File: src/rtl/load_store_unit.sv
// ============================================================================
// load_store_unit
// ----------------------------------------------------------------------------
// Sequencer between the CPU datapath and a unified 32-bit word memory. The
// memory reads combinationally and writes on the rising clock edge. The unit
// accepts one byte, half or word load/store at a time through a valid/ready
// handshake. It rejects misaligned, out-of-range, illegal-size and
// instruction-region stores. It sign- or zero-extends load data and performs
// read-modify-write for sub-word stores. Every accepted request produces
// exactly one single-cycle response pulse.
//
// Ports
//   clk               in   1   clock, all state updates on posedge
//   reset_n           in   1   asynchronous active-low reset
//   req_valid         in   1   request present, held stable until accepted
//   req_ready         out  1   high only while idle
//   req_write         in   1   1 = store, 0 = load
//   req_size          in   2   00 byte, 01 half, 10 word, 11 illegal
//   req_signed        in   1   loads: sign-extend when set
//   req_addr          in   32  byte address
//   req_wdata         in   32  right-justified store data
//   resp_valid        out  1   one-cycle completion pulse
//   resp_error        out  1   request rejected, memory untouched
//   resp_rdata        out  32  load result, 0 for stores and errors
//   mem_write_enable  out  1   memory write strobe (WRITE state only)
//   mem_address       out  32  word-aligned byte address to memory
//   mem_write_data    out  32  full word to write
//   mem_read_data     in   32  combinational read word from memory
// ============================================================================
module load_store_unit #(
    parameter int MEM_WORDS = 512,
    parameter int DATA_BASE = 1024
) (
    input  logic        clk,
    input  logic        reset_n,
    input  logic        req_valid,
    output logic        req_ready,
    input  logic        req_write,
    input  logic [1:0]  req_size,
    input  logic        req_signed,
    input  logic [31:0] req_addr,
    input  logic [31:0] req_wdata,
    output logic        resp_valid,
    output logic        resp_error,
    output logic [31:0] resp_rdata,
    output logic        mem_write_enable,
    output logic [31:0] mem_address,
    output logic [31:0] mem_write_data,
    input  logic [31:0] mem_read_data
);

    localparam logic [31:0] ADDR_LIMIT = 32'(MEM_WORDS * 4);
    localparam logic [31:0] DATA_LIMIT = 32'(DATA_BASE);

    localparam logic [1:0] SIZE_BYTE = 2'b00;
    localparam logic [1:0] SIZE_HALF = 2'b01;
    localparam logic [1:0] SIZE_WORD = 2'b10;

    typedef enum logic [1:0] {
        IDLE,
        READ,
        WRITE,
        RESP
    } state_t;

    state_t      state;

    // Request fields captured at acceptance. Only the low half of the store
    // data is kept: word stores write req_wdata straight into mem_write_data
    // on the accept edge, so the upper half is never needed later.
    logic        cap_write;
    logic [1:0]  cap_size;
    logic        cap_signed;
    logic [1:0]  cap_lane;
    logic [15:0] cap_wdata;

    logic        req_error;

    // Legality checks on the incoming request, evaluated while idle.
    always_comb begin
        req_error = 1'b0;
        case (req_size)
            SIZE_BYTE: req_error = 1'b0;
            SIZE_HALF: req_error = req_addr[0];
            SIZE_WORD: req_error = (req_addr[1:0] != 2'b00);
            default:   req_error = 1'b1;
        endcase
        if (req_addr >= ADDR_LIMIT) begin
            req_error = 1'b1;
        end
        if (req_write && (req_addr < DATA_LIMIT)) begin
            req_error = 1'b1;
        end
    end

    // Pulls the addressed byte/half out of a memory word and right-justifies it.
    function automatic logic [31:0] extract_load(
        input logic [31:0] word,
        input logic [1:0]  size,
        input logic        sign_ext,
        input logic [1:0]  lane
    );
        logic [7:0]  b;
        logic [15:0] h;
        logic [31:0] r;
        b = word[{lane, 3'b000} +: 8];
        h = lane[1] ? word[31:16] : word[15:0];
        case (size)
            SIZE_BYTE: r = {{24{sign_ext & b[7]}}, b};
            SIZE_HALF: r = {{16{sign_ext & h[15]}}, h};
            default:   r = word;
        endcase
        return r;
    endfunction

    // Replaces only the addressed byte/half lane of the word just read.
    function automatic logic [31:0] merge_store(
        input logic [31:0] word,
        input logic [1:0]  size,
        input logic [1:0]  lane,
        input logic [15:0] data
    );
        logic [31:0] r;
        r = word;
        if (size == SIZE_BYTE) begin
            r[{lane, 3'b000} +: 8] = data[7:0];
        end else if (lane[1]) begin
            r[31:16] = data;
        end else begin
            r[15:0] = data;
        end
        return r;
    endfunction

    // Main sequencer. Every output is registered: the memory address is set on
    // the accept edge so it is stable for the whole READ or WRITE cycle. The
    // merged store word is formed on the READ edge directly from the
    // combinational read data, so it is already valid when WRITE begins.
    // Async reset clears the write strobe at once and aborts any request.
    always_ff @(posedge clk or negedge reset_n) begin
        if (!reset_n) begin
            state            <= IDLE;
            req_ready        <= 1'b1;
            resp_valid       <= 1'b0;
            resp_error       <= 1'b0;
            resp_rdata       <= 32'h0;
            mem_write_enable <= 1'b0;
            mem_address      <= 32'h0;
            mem_write_data   <= 32'h0;
            cap_write        <= 1'b0;
            cap_size         <= 2'b00;
            cap_signed       <= 1'b0;
            cap_lane         <= 2'b00;
            cap_wdata        <= 16'h0;
        end else begin
            resp_valid       <= 1'b0;
            mem_write_enable <= 1'b0;
            case (state)
                IDLE: begin
                    if (req_valid) begin
                        req_ready   <= 1'b0;
                        cap_write   <= req_write;
                        cap_size    <= req_size;
                        cap_signed  <= req_signed;
                        cap_lane    <= req_addr[1:0];
                        cap_wdata   <= req_wdata[15:0];
                        mem_address <= {req_addr[31:2], 2'b00};
                        if (req_error) begin
                            state      <= RESP;
                            resp_valid <= 1'b1;
                            resp_error <= 1'b1;
                            resp_rdata <= 32'h0;
                        end else if (req_write && (req_size == SIZE_WORD)) begin
                            state            <= WRITE;
                            mem_write_enable <= 1'b1;
                            mem_write_data   <= req_wdata;
                        end else begin
                            state <= READ;
                        end
                    end
                end
                READ: begin
                    if (cap_write) begin
                        state            <= WRITE;
                        mem_write_enable <= 1'b1;
                        mem_write_data   <= merge_store(mem_read_data, cap_size,
                                                        cap_lane, cap_wdata);
                    end else begin
                        state      <= RESP;
                        resp_valid <= 1'b1;
                        resp_error <= 1'b0;
                        resp_rdata <= extract_load(mem_read_data, cap_size,
                                                   cap_signed, cap_lane);
                    end
                end
                WRITE: begin
                    state      <= RESP;
                    resp_valid <= 1'b1;
                    resp_error <= 1'b0;
                    resp_rdata <= 32'h0;
                end
                RESP: begin
                    state     <= IDLE;
                    req_ready <= 1'b1;
                end
                default: begin
                    state     <= IDLE;
                    req_ready <= 1'b1;
                end
            endcase
        end
    end

endmodule

File: config.mk
export PLATFORM = sky130hd
export DESIGN_NAME = load_store_unit
export DESIGN_NICKNAME = d
export VERILOG_FILES = /design/src/rtl/load_store_unit.sv
export SDC_FILE = /design/constraint.sdc
export NUM_CORES = 1
export LEC_CHECK = 0
export ABC_AREA = 1
export BUFFER_PORTS_ARGS = -buffer_cell sky130_fd_sc_hd__buf_2
export CAP_MARGIN = 20
export CORE_UTILIZATION = 51
export DETAILED_ROUTE_END_ITERATION = 12
export GPL_TIMING_DRIVEN = 1
export HOLD_SLACK_MARGIN = 0.02
export PLACE_DENSITY = 0.78
export SETUP_SLACK_MARGIN = 0.1
export SYNTH_ARGS = -nofsm -noshare
export SYNTH_HDL_FRONTEND = slang
export SYNTH_SLANG_ARGS = --single-unit
File: constraint.sdc
create_clock -name clk -period 2.05 [get_ports clk]
set_input_delay 0.3075 -clock clk [delete_from_list [all_inputs] [get_ports clk]]
set_output_delay 0.3075 -clock clk [all_outputs]
set_load 0.03 [all_outputs]
# [After elaboration in Yosys (flattened, before gate mapping)]
# Cells that the tools add are included.
[op_classes] mux=38 n_lt_le_gt_ge=2 shifts=3 div=0 n_addsub=1 bitwise_logic=2 multipliers=0 eq_ne=12 n_reduce_logical=13
[ops] operator="two-way mux 32 bit" n=8
[ops] operator="case mux 32 bit (2 select lines)" n=2
[ops] operator="case mux 32 bit (3 select lines)" n=1
[ops] operator="two-way mux 16 bit" n=3
[ops] operator="bitwise mux 32 bit" n=1
[ops] operator="greater-or-equal comparator 32 x 12 -> 1 bit, second input constant" n=1
[ops] operator="less-than comparator 32 x 11 -> 1 bit, second input constant" n=1
[ops] operator="variable shift 8 x 7 -> 32 bit, first input constant" n=1
[ops] operator="indexed part select 32 x 6 -> 8 bit" n=1
[ops] operator="indexed part select 8 x 7 -> 32 bit" n=1
[ops] operator="two-way mux 1 bit" n=14
[ops] operator="!= test 2 bit, second input constant" n=6
[ops] operator="case mux 1 bit (3 select lines)" n=3
[ops] operator="case mux 2 bit (4 select lines)" n=1
[ops] operator="negator 5 -> 7 bit" n=1
[ops] operator="equality test 2 x 1 -> 1 bit, second input constant" n=3
[ops] operator="equality test 2 bit, second input constant" n=3
[ops] operator="zero test 2 bit" n=3
[ops] operator="two-way mux 2 bit" n=3
[ops] operator="nonzero test 2 bit" n=3
[ops] operator="AND reduction 5 bit" n=1
[ops] operator="case mux 1 bit (2 select lines)" n=2
[ops] operator="AND reduction 2 bit" n=2
[ops] operator="AND reduction 4 bit" n=1
[ops] operator="3 further kinds" n=5
[word_totals] latchBits=0 reg_bits=122 wordCells=84 mem_count=0 input_bits=103 mem_bits_rw=0 rom_bits=0

# [Logic depth before layout (Yosys ltp)]
[depth] word_depth=7 ltp_mapped=13

# [Least setup slack after synthesis]
# OpenSTA, ideal clock, no wires.
[synth_path] path_type="reg2reg" start="reg cap_lane[1]" end="reg mem_write_data[5]" arrival_time_ps=1814 path_slack_ps=171 period_less_slack_ps=1879 required_ps=1985 setup_ps=65 path_stages_with_launch=11 path_cell_list="dfrtp_1 inv_2 clkbuf_1 ha_1 inv_1 nand4_1 o21ai_0 nand3_1 nand2_1 nand3_1 nand2_1"
[synth_between] elab_chain_cells=6 word_cells_on_any_way=8 cone_classes="add/sub (1); shift (2); mux (5)"
[synth_rtl] element="start: declaration" line="74" source="logic [1:0] cap_lane;"
[synth_rtl] element="start signal: assignment" line="165" source="cap_lane <= req_addr[1:0];"
[synth_rtl] element="negator 5 -> 7 bit" line="126" source="r[{lane, 3'b000} +: 8] = data[7:0];"
[synth_rtl] element="indexed part select 8 x 7 -> 32 bit / variable shift 8 x 7 -> 32 bit (equally long branches)" line="126"
[synth_rtl] element="bitwise mux 32 bit" line="126"
[synth_rtl] element="two-way mux 32 bit *" line="125" source="if (size == SIZE_BYTE) begin"
[synth_rtl] element="two-way mux 32 bit *" line="183" source="if (cap_write) begin"
[synth_rtl] element="case mux 32 bit (2 select lines) *" line="158" source="case (state)"
[synth_rtl] element="end signal: assignment" line="176" source="mem_write_data <= req_wdata;"
[synth_rtl] element="end signal: assignment" line="186" source="mem_write_data <= merge_store(mem_read_data, cap_size,"
[synth_rtl] element="end: declaration" line="48" source="output logic [31:0] mem_write_data,"
# Every way passes the cells marked *; elsewhere a longest branch is shown, timed or not. The select of a mux whose other input is x is not followed.
# A chain may end at the register's enable or synchronous reset.

# [Final worst setup path]
[layout_path] start="reg cap_lane[1]" end="reg mem_write_data[14]"
# Same word-level chain as after synthesis.

==> flow_metrics.tcl <==
set metrics [dict create \
    run_status "finished clean" \
    slowest_stage "dfrtp_2" \
    port_buffers 200 \
    ir_worst_vdd_mv 0.9808 \
    setup_violations 0 \
    hold_slack_ps 81.99 \
    rsz0062_at_grt "false" \
    layout_min_cycle_time_ps 1820 \
    io_pins 203 \
    leakagePower_uw 0.005052 \
    post_cts_buffers 0 \
    fmax_ghz 0.5493 \
    critPathKind "reg -> reg" \
    hold_violations 0 \
    period_share_pct 88.80 \
    antenna_found_initial 2 \
    setup_tns_ps 0 \
    crit_required_ps 2360 \
    cts_tree "done" \
    hpwl_um 15620 \
    die_w_um 120.7 \
    grt_max_degree 123 \
    slew-limit-headroom_pct 50.99 \
    drc_errors 0 \
    fin_skew_ps 10.17 \
    path_buf_inv 3 \
    ys.flop_type "dfrtp_1" \
    drv_cap 0 \
    syn_inst 1046 \
    yosysWarnings 0 \
    critPathTopFamily "buffers and inverters" \
    clock_latency_ps 420 \
    dieHeight_um 120.7 \
    cts_buffers 17 \
    synth.cell_area_um2 7184 \
    core_area_um2 13830 \
    mostFrequentLayoutCells "nand2_1 (440), buf_2 (199), dfrtp_1 (120), o21ai_0 (97), inv_1 (68)" \
    grt_overflow_total 0 \
    routed_wl_um 21740 \
    gp_congestion 0.9291 \
    synth-edff-count 0 \
    hold_path.class "in -> reg" \
    grt_pass1_vias 6859 \
    dieArea_um2 14570 \
    tightest_slew_ps 735.2 \
    grt_pass1_wl_um 33950 \
    yosys.cell_types.count 36 \
    syn_avg_cell_area_um2 6.868 \
    yosys_register_bits 122 \
    worst_setup_path_start_kind "register" \
    syn2layout_area_growth_pct 26.65 \
    synth_seq_area_share_pct 42.51 \
    cts_root_buffer "clkbuf_16" \
    viasPerCell 5.340 \
    arrival_ps 2130 \
    nFillCells 1292 \
    async_reset_ff_share_pct 100.0 \
    multiInputGateArea_um2 3565 \
    powerDensity_nw_per_um2 1783 \
    first_iter_violations 860 \
    drtAntennaViolNets 0 \
    path_cells "inv_2 > buf_4 > ha_2 > buf_4 > o21ai_1 > o211ai_1 > nand2_1 > nand3_1 > nand2_1" \
    drt_pass1_iterations 5 \
    num_vias 7631 \
    layout.nets 1347 \
    layout.area.seq_um2 3055 \
    clkSlewWorstSetupHoldPaths_ps 60 \
    critPathMaxStageDelay_ps 400 \
    worst-path-max-fanout 18 \
    grt_use_total_pct 30.26 \
    clock-sinks 122 \
    cts_htree_levels 4 \
    start_util_pct 51.96 \
    final_layout_size_suffix_gt1_share_pct 23.32 \
    placementRows 43 \
    wl_per_cell_um 15.21 \
    layout_commonest_cell "nand2_1" \
    slew_violations 0 \
    crit_path_end_kind "register" \
    cts_buffer_depth 2 \
]
## final cells by class
| cell class | count | share of cell area (%) |
|---|---|---|
| Inverter | 78 | 3.232 |
| Clock buffer | 19 | 4.978 |
| Antenna cell | 1 | 0.02750 |
| Timing Repair Buffer | 229 | 14.62 |
| Multi-Input combinational cell | 787 | 39.18 |
| Clock inverter | 13 | 1.911 |
| Sequential cell | 122 | 33.58 |
| Tap cell | 180 | 2.475 |
## what timing repair did
| item | CTS | global route |
|---|---|---|
| hold endpoints to repair | 1 | 0 |
| hold buffers | 1 | 0 |
| resized for setup | 0 | 11 |
| setup endpoints to repair | 0 | 65 |
## worst reg2reg max path: stages (launching register included)
cell and delay, ps:
dfrtp_2 400, inv_2 80, buf_4 230, ha_2 310, buf_4 160, o21ai_1 70, o211ai_1 250, nand2_1 80
nand3_1 80, nand2_1 50
## sequential cells by signal (all words and copies together) (netlist names)
register / flops
mem_write_data: 32
resp_rdata: 32
mem_address: 30
cap_wdata: 16
cap_lane: 2
cap_size: 2
state: 2
cap_signed: 1
cap_write: 1
mem_write_enable: 1
req_ready: 1
resp_error: 1
resp_valid: 1
## power breakdown
part           switching (µW)  internal, µW  leakage [µW]
combinational            6210          2820       0.00319
clock                    1100          2080      0.000308
sequential                610          3390       0.00156
## cells by family after synthesis
family                   after synthesis  share of synthesized area [%]
AO/OA/AOI/OAI                        191                          14.98
adder cells (fa/ha/maj)                9                          1.567
buffers and inverters                138                          8.063
flip-flops                           122                          42.51
other                                  1                        0.05220
AND/OR/NAND/NOR                      585                          32.83
## final timing paths
path	cells after the start	start	slack [ps]	end
worst max-delay path	9	cap_lane[1]	230	mem_write_data[14]
worst min-delay path	3	req_addr[6]	80	mem_address[6]
worst max register to register	9	cap_lane[1]	230	mem_write_data[14]
worst min register to register	2	mem_write_data[14]	460	mem_write_data[14]
max in group asynchronous	3	reset_n	970	resp_rdata[25]
min in group asynchronous	3	reset_n	460	mem_write_data[28]
## cell usage after synthesis, types with 7 or more instances
library cell    n  share of area [%]
o21ai_0        99                6.9
o211ai_1       28                2.9
buf_2          21                1.5
a31oi_1        12                1.0
nor2_1         58                3.0
clkbuf_1       28                1.5
o21ai_1         9               0.63
nand3_1        66                4.6
inv_2           7               0.37
a21oi_1        36                2.5
inv_1          69                3.6
nand2_1       442                 23
dfrtp_1       121                 42
ha_1            9                1.6
## stage by stage
stage          cell area [µm²]  total power (µW)  util (%)  cells  setup slack (ps)
2_1_floorplan             7188             10350         -   1047             170.7
3_3_place_gp              8433             12690     60.99   1395             161.6
3_5_place_dp              8433             12870     60.99   1395             156.8
4_1_cts                   9070             16130     65.60   1428             143.4
5_1_grt                   9099             17330     65.80   1429             106.8
6_report                  9099             16220     65.80   1429             229.5
## per-layer routing
| layer | track usage (%) | routed length (µm) | part of all wire (%) |
|---|---|---|---|
| met2 | 48.35 | 10150 | 47 |
| met5 | 0 | 13 | 0.060 |
| met3 | 5.943 | 1907 | 8.8 |
| met1 | 39.45 | 8878 | 41 |
| met4 | 14.43 | 784 | 3.6 |
(Power assumes the default switching activity.)
